==> src/rtl/fifo_ctrl_flex_if.sv <==
// rtl/fifo_ctrl_flex_if.sv - request/accept/status bundle for the flexible FIFO pointer controller
interface fifo_ctrl_flex_if #(
    parameter int ADDR_WIDTH = 3
);
    logic                  clr;
    logic                  rd;
    logic                  wr;
    logic                  rd_ok;
    logic                  wr_ok;
    logic [ADDR_WIDTH-1:0] w_addr;
    logic [ADDR_WIDTH-1:0] r_addr;
    logic [ADDR_WIDTH:0]   count;
    logic                  empty;
    logic                  full;
    logic                  almost_empty;
    logic                  almost_full;
    logic                  overflow;
    logic                  underflow;

    modport master (
        output clr, rd, wr,
        input  rd_ok, wr_ok, w_addr, r_addr, count,
        input  empty, full, almost_empty, almost_full, overflow, underflow
    );

    modport slave (
        input  clr, rd, wr,
        output rd_ok, wr_ok, w_addr, r_addr, count,
        output empty, full, almost_empty, almost_full, overflow, underflow
    );
endinterface

==> src/rtl/fifo_ctrl_flex.sv <==
// rtl/fifo_ctrl_flex.sv - FIFO pointer/status controller for any depth up to 2**ADDR_WIDTH
module fifo_ctrl_flex #(
    parameter int ADDR_WIDTH = 3,
    parameter int DEPTH      = 2**ADDR_WIDTH,
    parameter int AF_THRESH  = DEPTH-1,
    parameter int AE_THRESH  = 1
) (
    input  logic             clk,
    input  logic             reset,
    fifo_ctrl_flex_if.slave  bus
);
    localparam int CNT_W = ADDR_WIDTH + 1;

    localparam logic [ADDR_WIDTH-1:0] LAST_PTR  = ADDR_WIDTH'(DEPTH - 1);
    localparam logic [CNT_W-1:0]      FULL_CNT  = CNT_W'(DEPTH);
    localparam logic [CNT_W-1:0]      AF_LEVEL  = CNT_W'(AF_THRESH);
    localparam logic [CNT_W-1:0]      AE_LEVEL  = CNT_W'(AE_THRESH);

    logic [ADDR_WIDTH-1:0] w_ptr;
    logic [ADDR_WIDTH-1:0] r_ptr;
    logic [CNT_W-1:0]      cnt;
    logic                  ovf;
    logic                  unf;

    logic empty_q;
    logic full_q;
    logic rd_acc;
    logic wr_acc;

    // Explicit wrap at DEPTH-1 keeps non-power-of-two FIFOs inside the RAM.
    function automatic logic [ADDR_WIDTH-1:0] ptr_inc(input logic [ADDR_WIDTH-1:0] p);
        ptr_inc = (p == LAST_PTR) ? '0 : p + 1'b1;
    endfunction

    assign empty_q = (cnt == '0);
    assign full_q  = (cnt == FULL_CNT);

    assign rd_acc = bus.rd & ~empty_q & ~bus.clr;
    assign wr_acc = bus.wr & ~bus.clr & (~full_q | rd_acc);

    always_ff @(posedge clk or posedge reset) begin
        if (reset) begin
            w_ptr <= '0;
            r_ptr <= '0;
            cnt   <= '0;
            ovf   <= 1'b0;
            unf   <= 1'b0;
        end else if (bus.clr) begin
            w_ptr <= '0;
            r_ptr <= '0;
            cnt   <= '0;
            ovf   <= 1'b0;
            unf   <= 1'b0;
        end else begin
            if (wr_acc) begin
                w_ptr <= ptr_inc(w_ptr);
            end
            if (rd_acc) begin
                r_ptr <= ptr_inc(r_ptr);
            end
            case ({wr_acc, rd_acc})
                2'b10:   cnt <= cnt + 1'b1;
                2'b01:   cnt <= cnt - 1'b1;
                default: cnt <= cnt;
            endcase
            if (bus.wr && !wr_acc) begin
                ovf <= 1'b1;
            end
            if (bus.rd && !rd_acc) begin
                unf <= 1'b1;
            end
        end
    end

    // Status flags decode only the registered count; no path from rd/wr.
    assign bus.rd_ok        = rd_acc;
    assign bus.wr_ok        = wr_acc;
    assign bus.w_addr       = w_ptr;
    assign bus.r_addr       = r_ptr;
    assign bus.count        = cnt;
    assign bus.empty        = empty_q;
    assign bus.full         = full_q;
    assign bus.almost_empty = (cnt <= AE_LEVEL);
    assign bus.almost_full  = (cnt >= AF_LEVEL);
    assign bus.overflow     = ovf;
    assign bus.underflow    = unf;
endmodule

==> src/flat_wrapper.sv <==
// flat-port wrapper written by rule: the top's interface ports become plain ports
module fifo_ctrl_flex_flat 
#(
    parameter int ADDR_WIDTH = 3,
    parameter int DEPTH      = 2**ADDR_WIDTH,
    parameter int AF_THRESH  = DEPTH-1,
    parameter int AE_THRESH  = 1
)
  (clk, reset, bus_clr, bus_rd, bus_wr, bus_rd_ok, bus_wr_ok, bus_w_addr, bus_r_addr, bus_count, bus_empty, bus_full, bus_almost_empty, bus_almost_full, bus_overflow, bus_underflow);
  fifo_ctrl_flex_if #(.ADDR_WIDTH(ADDR_WIDTH)) bus_i ();
  input  logic clk;
  input  logic reset;
  input wire logic [$bits(bus_i.clr)-1:0] bus_clr;
  input wire logic [$bits(bus_i.rd)-1:0] bus_rd;
  input wire logic [$bits(bus_i.wr)-1:0] bus_wr;
  output wire logic [$bits(bus_i.rd_ok)-1:0] bus_rd_ok;
  output wire logic [$bits(bus_i.wr_ok)-1:0] bus_wr_ok;
  output wire logic [$bits(bus_i.w_addr)-1:0] bus_w_addr;
  output wire logic [$bits(bus_i.r_addr)-1:0] bus_r_addr;
  output wire logic [$bits(bus_i.count)-1:0] bus_count;
  output wire logic [$bits(bus_i.empty)-1:0] bus_empty;
  output wire logic [$bits(bus_i.full)-1:0] bus_full;
  output wire logic [$bits(bus_i.almost_empty)-1:0] bus_almost_empty;
  output wire logic [$bits(bus_i.almost_full)-1:0] bus_almost_full;
  output wire logic [$bits(bus_i.overflow)-1:0] bus_overflow;
  output wire logic [$bits(bus_i.underflow)-1:0] bus_underflow;
  assign bus_i.clr = bus_clr;
  assign bus_i.rd = bus_rd;
  assign bus_i.wr = bus_wr;
  assign bus_rd_ok = bus_i.rd_ok;
  assign bus_wr_ok = bus_i.wr_ok;
  assign bus_w_addr = bus_i.w_addr;
  assign bus_r_addr = bus_i.r_addr;
  assign bus_count = bus_i.count;
  assign bus_empty = bus_i.empty;
  assign bus_full = bus_i.full;
  assign bus_almost_empty = bus_i.almost_empty;
  assign bus_almost_full = bus_i.almost_full;
  assign bus_overflow = bus_i.overflow;
  assign bus_underflow = bus_i.underflow;
  fifo_ctrl_flex #(.ADDR_WIDTH(ADDR_WIDTH), .DEPTH(DEPTH), .AF_THRESH(AF_THRESH), .AE_THRESH(AE_THRESH)) u_core (.clk(clk), .reset(reset), .bus(bus_i));
endmodule
==> config.mk <==
export PLATFORM = sky130hd
export DESIGN_NAME = fifo_ctrl_flex_flat
export DESIGN_NICKNAME = d
export VERILOG_FILES = /design/src/rtl/fifo_ctrl_flex_if.sv /design/src/rtl/fifo_ctrl_flex.sv /design/src/flat_wrapper.sv
export SDC_FILE = /design/constraint.sdc
export NUM_CORES = 1
export LEC_CHECK = 0
export BUFFER_PORTS_ARGS = -buffer_cell sky130_fd_sc_hd__buf_2
export CAP_MARGIN = 20
export CORE_MARGIN = 2
export CORE_UTILIZATION = 53
export CTS_BUF_LIST = sky130_fd_sc_hd__clkbuf_2
export CTS_CLUSTER_SIZE = 8
export DETAILED_ROUTE_END_ITERATION = 10
export PLACE_DENSITY = 0.89
export SYNTH_ARGS = -nofsm -noshare
export SYNTH_HDL_FRONTEND = slang
export SYNTH_SLANG_ARGS = --single-unit
==> constraint.sdc <==
create_clock -name clk -period 2.5 [get_ports clk]
set_input_delay 0.125 -clock clk [delete_from_list [all_inputs] [get_ports clk]]
set_output_delay 0.125 -clock clk [all_outputs]
set_load 0.02 [all_outputs]
# After elaboration in Yosys (flattened, before gate mapping)
# Index checks and enable logic that the tools add are counted.
# W data, S select, Z words.
# classes
n_addsub	4
magnitude_cmp	2
eq_ne	5
mux	12
bitwise	8
n_reduce_logical	10
# op_table
operator	count
$mux W3	6
$pmux W4 S2	1
$reduce_bool A2 Y1	4
$add A3 B1 Y3 const B	2
$eq A3 B3 Y1 const B	2
$add A4 B1 Y4 const B	1
$and A1 B1 Y1	4
$eq A4 B4 Y1 const B	1
$ge A4 B3 Y1 const B	1
$le A4 B1 Y1 const B	1
$logic_not A4 Y1	1
$mux W1	4
$mux W4	1
$sub A4 B1 Y4 const B	1
$not A1 Y1	3
$reduce_bool A3 Y1	1
$eq A2 B1 Y1 const B	1
$eq A2 B2 Y1 const B	1
$logic_and A1 B1 Y1	2
$logic_not A1 Y1	2
$or A1 B1 Y1	1
# totals
ff_bits	12
in_bits	5
output_inout_bits	18
elab_cells	46

# Logic depth before layout (Yosys ltp)
# depth
word_depth	10
mapped_depth	7
ltp_nobuf	6

# Worst setup path after synthesis
# Ideal clock, no wire load.
# synth_path
path_kind	register to register
start	register u_core.cnt[1], in the netlist u_core.bus.count[1]
end	register u_core.cnt[1], in the netlist u_core.bus.count[1]
setup_ns	0.137
t_arrival_ns	1.956
required_ns	2.363
setup_slack_ns	0.407
path_stages_with_launch	7
path_buffers	0
synth_period_minus_slack_ns	2.093
cell_sequence	dfrtp_1 inv_1 ha_1 nor3b_1 nor2_1 a21oi_2 o32ai_2
# synth_via
elab_chain_len	9
elab_cells_between_ends	15
cone_classes	add/sub: 2; eq/ne: 3; mux: 2; bitwise: 6; reduce/logical: 2
# synth_lines
element	line_no	source
start: declaration	fifo_ctrl_flex.sv:21	logic [CNT_W-1:0] cnt;
start signal: assignment	fifo_ctrl_flex.sv:62	2'b10: cnt <= cnt + 1'b1;
start signal: assignment	fifo_ctrl_flex.sv:63	2'b01: cnt <= cnt - 1'b1;
start signal: assignment	fifo_ctrl_flex.sv:64	default: cnt <= cnt;
$logic_not A4 Y1 *	fifo_ctrl_flex.sv:35	assign empty_q = (cnt == '0);
named net bus_empty	flat_wrapper.sv:21	output wire logic [$bits(bus_i.empty)-1:0] bus_empty;
$not A1 Y1 *	fifo_ctrl_flex.sv:38	assign rd_acc = bus.rd & ~empty_q & ~bus.clr;
$and A1 B1 Y1 * (2 in a row)	fifo_ctrl_flex.sv:38	
$or A1 B1 Y1	fifo_ctrl_flex.sv:39	assign wr_acc = bus.wr & ~bus.clr & (~full_q | rd_acc);
$and A1 B1 Y1	fifo_ctrl_flex.sv:39	
$eq A2 B1 Y1 or $eq A2 B2 Y1 (tied branches)	fifo_ctrl_flex.sv:61	case ({wr_acc, rd_acc})
$pmux W4 S2	fifo_ctrl_flex.sv:61	
$mux W4	fifo_ctrl_flex.sv:48	end else if (bus.clr) begin
# The timed path passes the listed nets; every way through them passes the cells marked *.
# A chain may end at the register's enable or synchronous reset.

# Worst setup path after layout
# layout_path
start	register u_core.cnt[0], in the netlist u_core.bus.count[0]
end	output port bus_wr_ok
# layout_via
elab_chain_len	6
elab_cells_between_ends	8
cone_classes	eq/ne: 1; bitwise: 6; reduce/logical: 1
# layout_lines
element	line_no	source
$logic_not A4 Y1	fifo_ctrl_flex.sv:35	
$not A1 Y1	fifo_ctrl_flex.sv:38	
$and A1 B1 Y1 (2 in a row)	fifo_ctrl_flex.sv:38	
$or A1 B1 Y1 *	fifo_ctrl_flex.sv:39	
$and A1 B1 Y1 *	fifo_ctrl_flex.sv:39	
end: declaration	flat_wrapper.sv:17	output wire logic [$bits(bus_i.wr_ok)-1:0] bus_wr_ok;
# Mark *: on every way between the ends. The rest lies on a longest branch, timed or not.

==> metrics.yaml <==
outcome:
  status: "finished clean"
setup_path:
  slowest_delay_ns: 0.49
  crit_chain: "inv_1 -> ha_1 -> and3b_1 -> a211oi_4 -> buf_2"
  arrival_ns: 2.08
  path_class: "flip-flop to primary output"
  crit_buf_inv: 2
  slowest_stage: "dfrtp_1"
  path_max_fanout: 8
  cp_top_family: "flip-flops"
  critical_path_required_ns: 2.38
  worstSetupStartpointType: "flip-flop"
  end_kind: "primary output"
synthesis:
  yosysSeqAreaShare: 0.3577
  synth_edf_count: 0
  ys_types: 34
  avgSynthCellArea_um2: 9.433
  netlist_instances: 89
  synth_seq_cells: 12
  synth_nets: 101
  syn_area_um2: 839.6
  synth-warning-count: 0
  async_reset_ff_frac: 1.000
  synth_ff_type: "dfrtp_1"
pwr:
  leakage_nw: 0.5013
  p_sw_frac: 0.5115
  ir_worst_vdd_mv: 0.6593
  internal_power_uw: 499.9
  power_frac_clock: 0.105
  seq_power_share: 0.316
  p_sw_uw: 523.4
  powerDensity_mw_per_mm2: 1068
  p_comb_frac: 0.579
  finalPower_mw: 1.023
sta:
  finalHoldViolCount: 0
  finClkSkew_ns: 0.001736
  grt_setup_unrepaired: "false"
  relSlewSlack: 0.5875
  max_freq_mhz: 453.1
  worstMarginPinSlew_ns: 0.6173
  drv_slew: 0
  whs_ns: 0.2187
  post-route-period-util: 0.8828
  setup_viol: 0
  fin_setup_tns_ns: 0
  fin_crit_ns: 2.207
cells_and_area:
  layout_commonest_cell: "buf_2"
  layout-drive-gt1-share: 0.2909
  final_nets: 123
  fillers: 124
  fin_area_um2: 958.4
  synthToLayoutAreaGrowth_pct: 14.16
  mostFrequentLayoutCells: "buf_2 (22), dfrtp_1 (12), nor2_1 (10), a21oi_1 (8), ha_1 (7)"
  n_antenna_cell: 0
  finalNonFillerCells: 126
route:
  firstDrtPassIters: 4
  drtAntennaViolNets: 0
  wire_per_inst_um: 14.18
  routed-via-count: 727
  vias_per_cell: 5.770
  drtIter0Drc: 7
  drc: 0
  wl_um: 1787
floorplan:
  dieArea_mm2: 0.001918
  initial_utilization: 0.5639
  row_count: 14
  core-area_mm2: 0.001489
  pin_count: 23
  die_w_um: 43.80
  fp.dieH_um: 43.80
placed_design:
  place_area_um2: 929.6
  dp_hpwl_um: 1316
  numPortBuffers: 22
  gp_congestion: 0.7538
  dp_cells: 121
min_path:
  min_path_type: "input pin to flip-flop"
clocking:
  cts-htree-levels: 1
  cts_max_path_buffers: 2
  cts_sinks: 12
  clock_latency_ns: 0.29
  cts_made_buffers: 3
  cts_tree: "yes"
  cts-root-buf: "clkbuf_2"
  clkTransAtPathRegs_ns: 0.13
global_routing:
  grt_pass1_vias: 654
  overflow: 0
  track_usage: 0.2126
  grt_max_degree: 18
  grt_pass1_wl_um: 2967
  antenna_found_initial: 0
job:
  max-cap-violations: 0
kinds of logic (layout without fill, tap and decap cells):
family,after synthesis,count (layout),share of synthesized area
XOR/XNOR,1,1,0.01043
AND/OR/NAND/NOR,34,34,0.2176
flip-flops,12,12,0.3577
AO/OA/AOI/OAI,21,21,0.2116
multiplexers,2,2,0.02385
buffers and inverters,12,33,0.07452
adder cells (fa/ha/maj),7,7,0.1043
worst min-delay path, stage by stage:
cell and delay, ns:
buf_2 0.17, a21oi_1 0.14, nor2_1 0.05
synthesized netlist by cell type, types with 2 or more instances:
cell,n,share of area
mux2i_1,2,0.024
nor2b_1,2,0.015
dfrtp_1,12,0.36
ha_1,7,0.10
inv_1,6,0.027
buf_2,2,0.012
o21bai_1,2,0.018
or3b_2,2,0.021
and3b_1,2,0.021
nor2_1,10,0.045
nor3_1,4,0.024
a21oi_1,8,0.048
nand2_1,5,0.022
o21ai_0,2,0.012
nand2b_1,2,0.015
buf_6,2,0.027
clkbuf_1,2,0.0089
final cells by class:
type,count,area [um^2],share of cell area
well taps,16,20.02,0.02089
inverters,6,22.52,0.02350
clock buffers,3,15.01,0.01567
flip-flops and latches,12,300.3,0.3133
clock inverters,1,3.754,0.003916
multi-input cells,65,476.7,0.4974
repair buffers,23,120.1,0.1253
metal layers:
layer  track usage  routed length, um  up-vias
met4        0.1333                 41        0
met1        0.2749                810      345
met3       0.02917                 79        5
li1              -                  -      356
met2        0.3324                857       21
met5             0                  0        -
state kept, by name, indices dropped and copies added (netlist names):
signal,count
u_core.bus.count,4
u_core.bus.overflow,1
u_core.bus.underflow,1
u_core.bus.w_addr,3
u_core.bus.r_addr,3
metrics by stage:
stage / util / setup slack [ns]
finish: 0.6437 / 0.2929
global route: 0.6437 / 0.1425
CTS: 0.6437 / 0.3137
detailed placement: 0.6244 / 0.5663
global placement: 0.6244 / 0.6173
floorplan: - / 0.4069
final timing paths:
path / slack [ns] / to / from / cells past startpoint
setup reg to reg: 0.51 / u_core.bus.r_addr[1] / u_core.bus.count[0] / 6
max in group asynchronous: 1.81 / u_core.bus.count[2] / reset / 3
hold / removal: 0.22 / u_core.bus.underflow / bus_rd / 3
hold reg to reg: 0.51 / u_core.bus.underflow / u_core.bus.underflow / 2
min in group asynchronous: 0.38 / u_core.bus.w_addr[2] / reset / 3
setup / recovery: 0.29 / bus_wr_ok / u_core.bus.count[0] / 5
power by group through the flow:
stage / clock network, mW / logic (mW) / registers, mW
3_5_place_dp: 0 / 0.589 / 0.327
6_report: 0.107 / 0.593 / 0.323
3_3_place_gp: 0 / 0.574 / 0.320
2_1_floorplan: 0 / 0.432 / 0.352
5_1_grt: 0.112 / 0.648 / 0.337
4_1_cts: 0.107 / 0.593 / 0.323
what timing repair did:
item                                   CTS  global route
hold buffers                             1             0
endpoints found under the hold margin   12             0
gates resized for setup                  0             0
setup buffers                            0             0
Power figures use the tool's default switching activity.
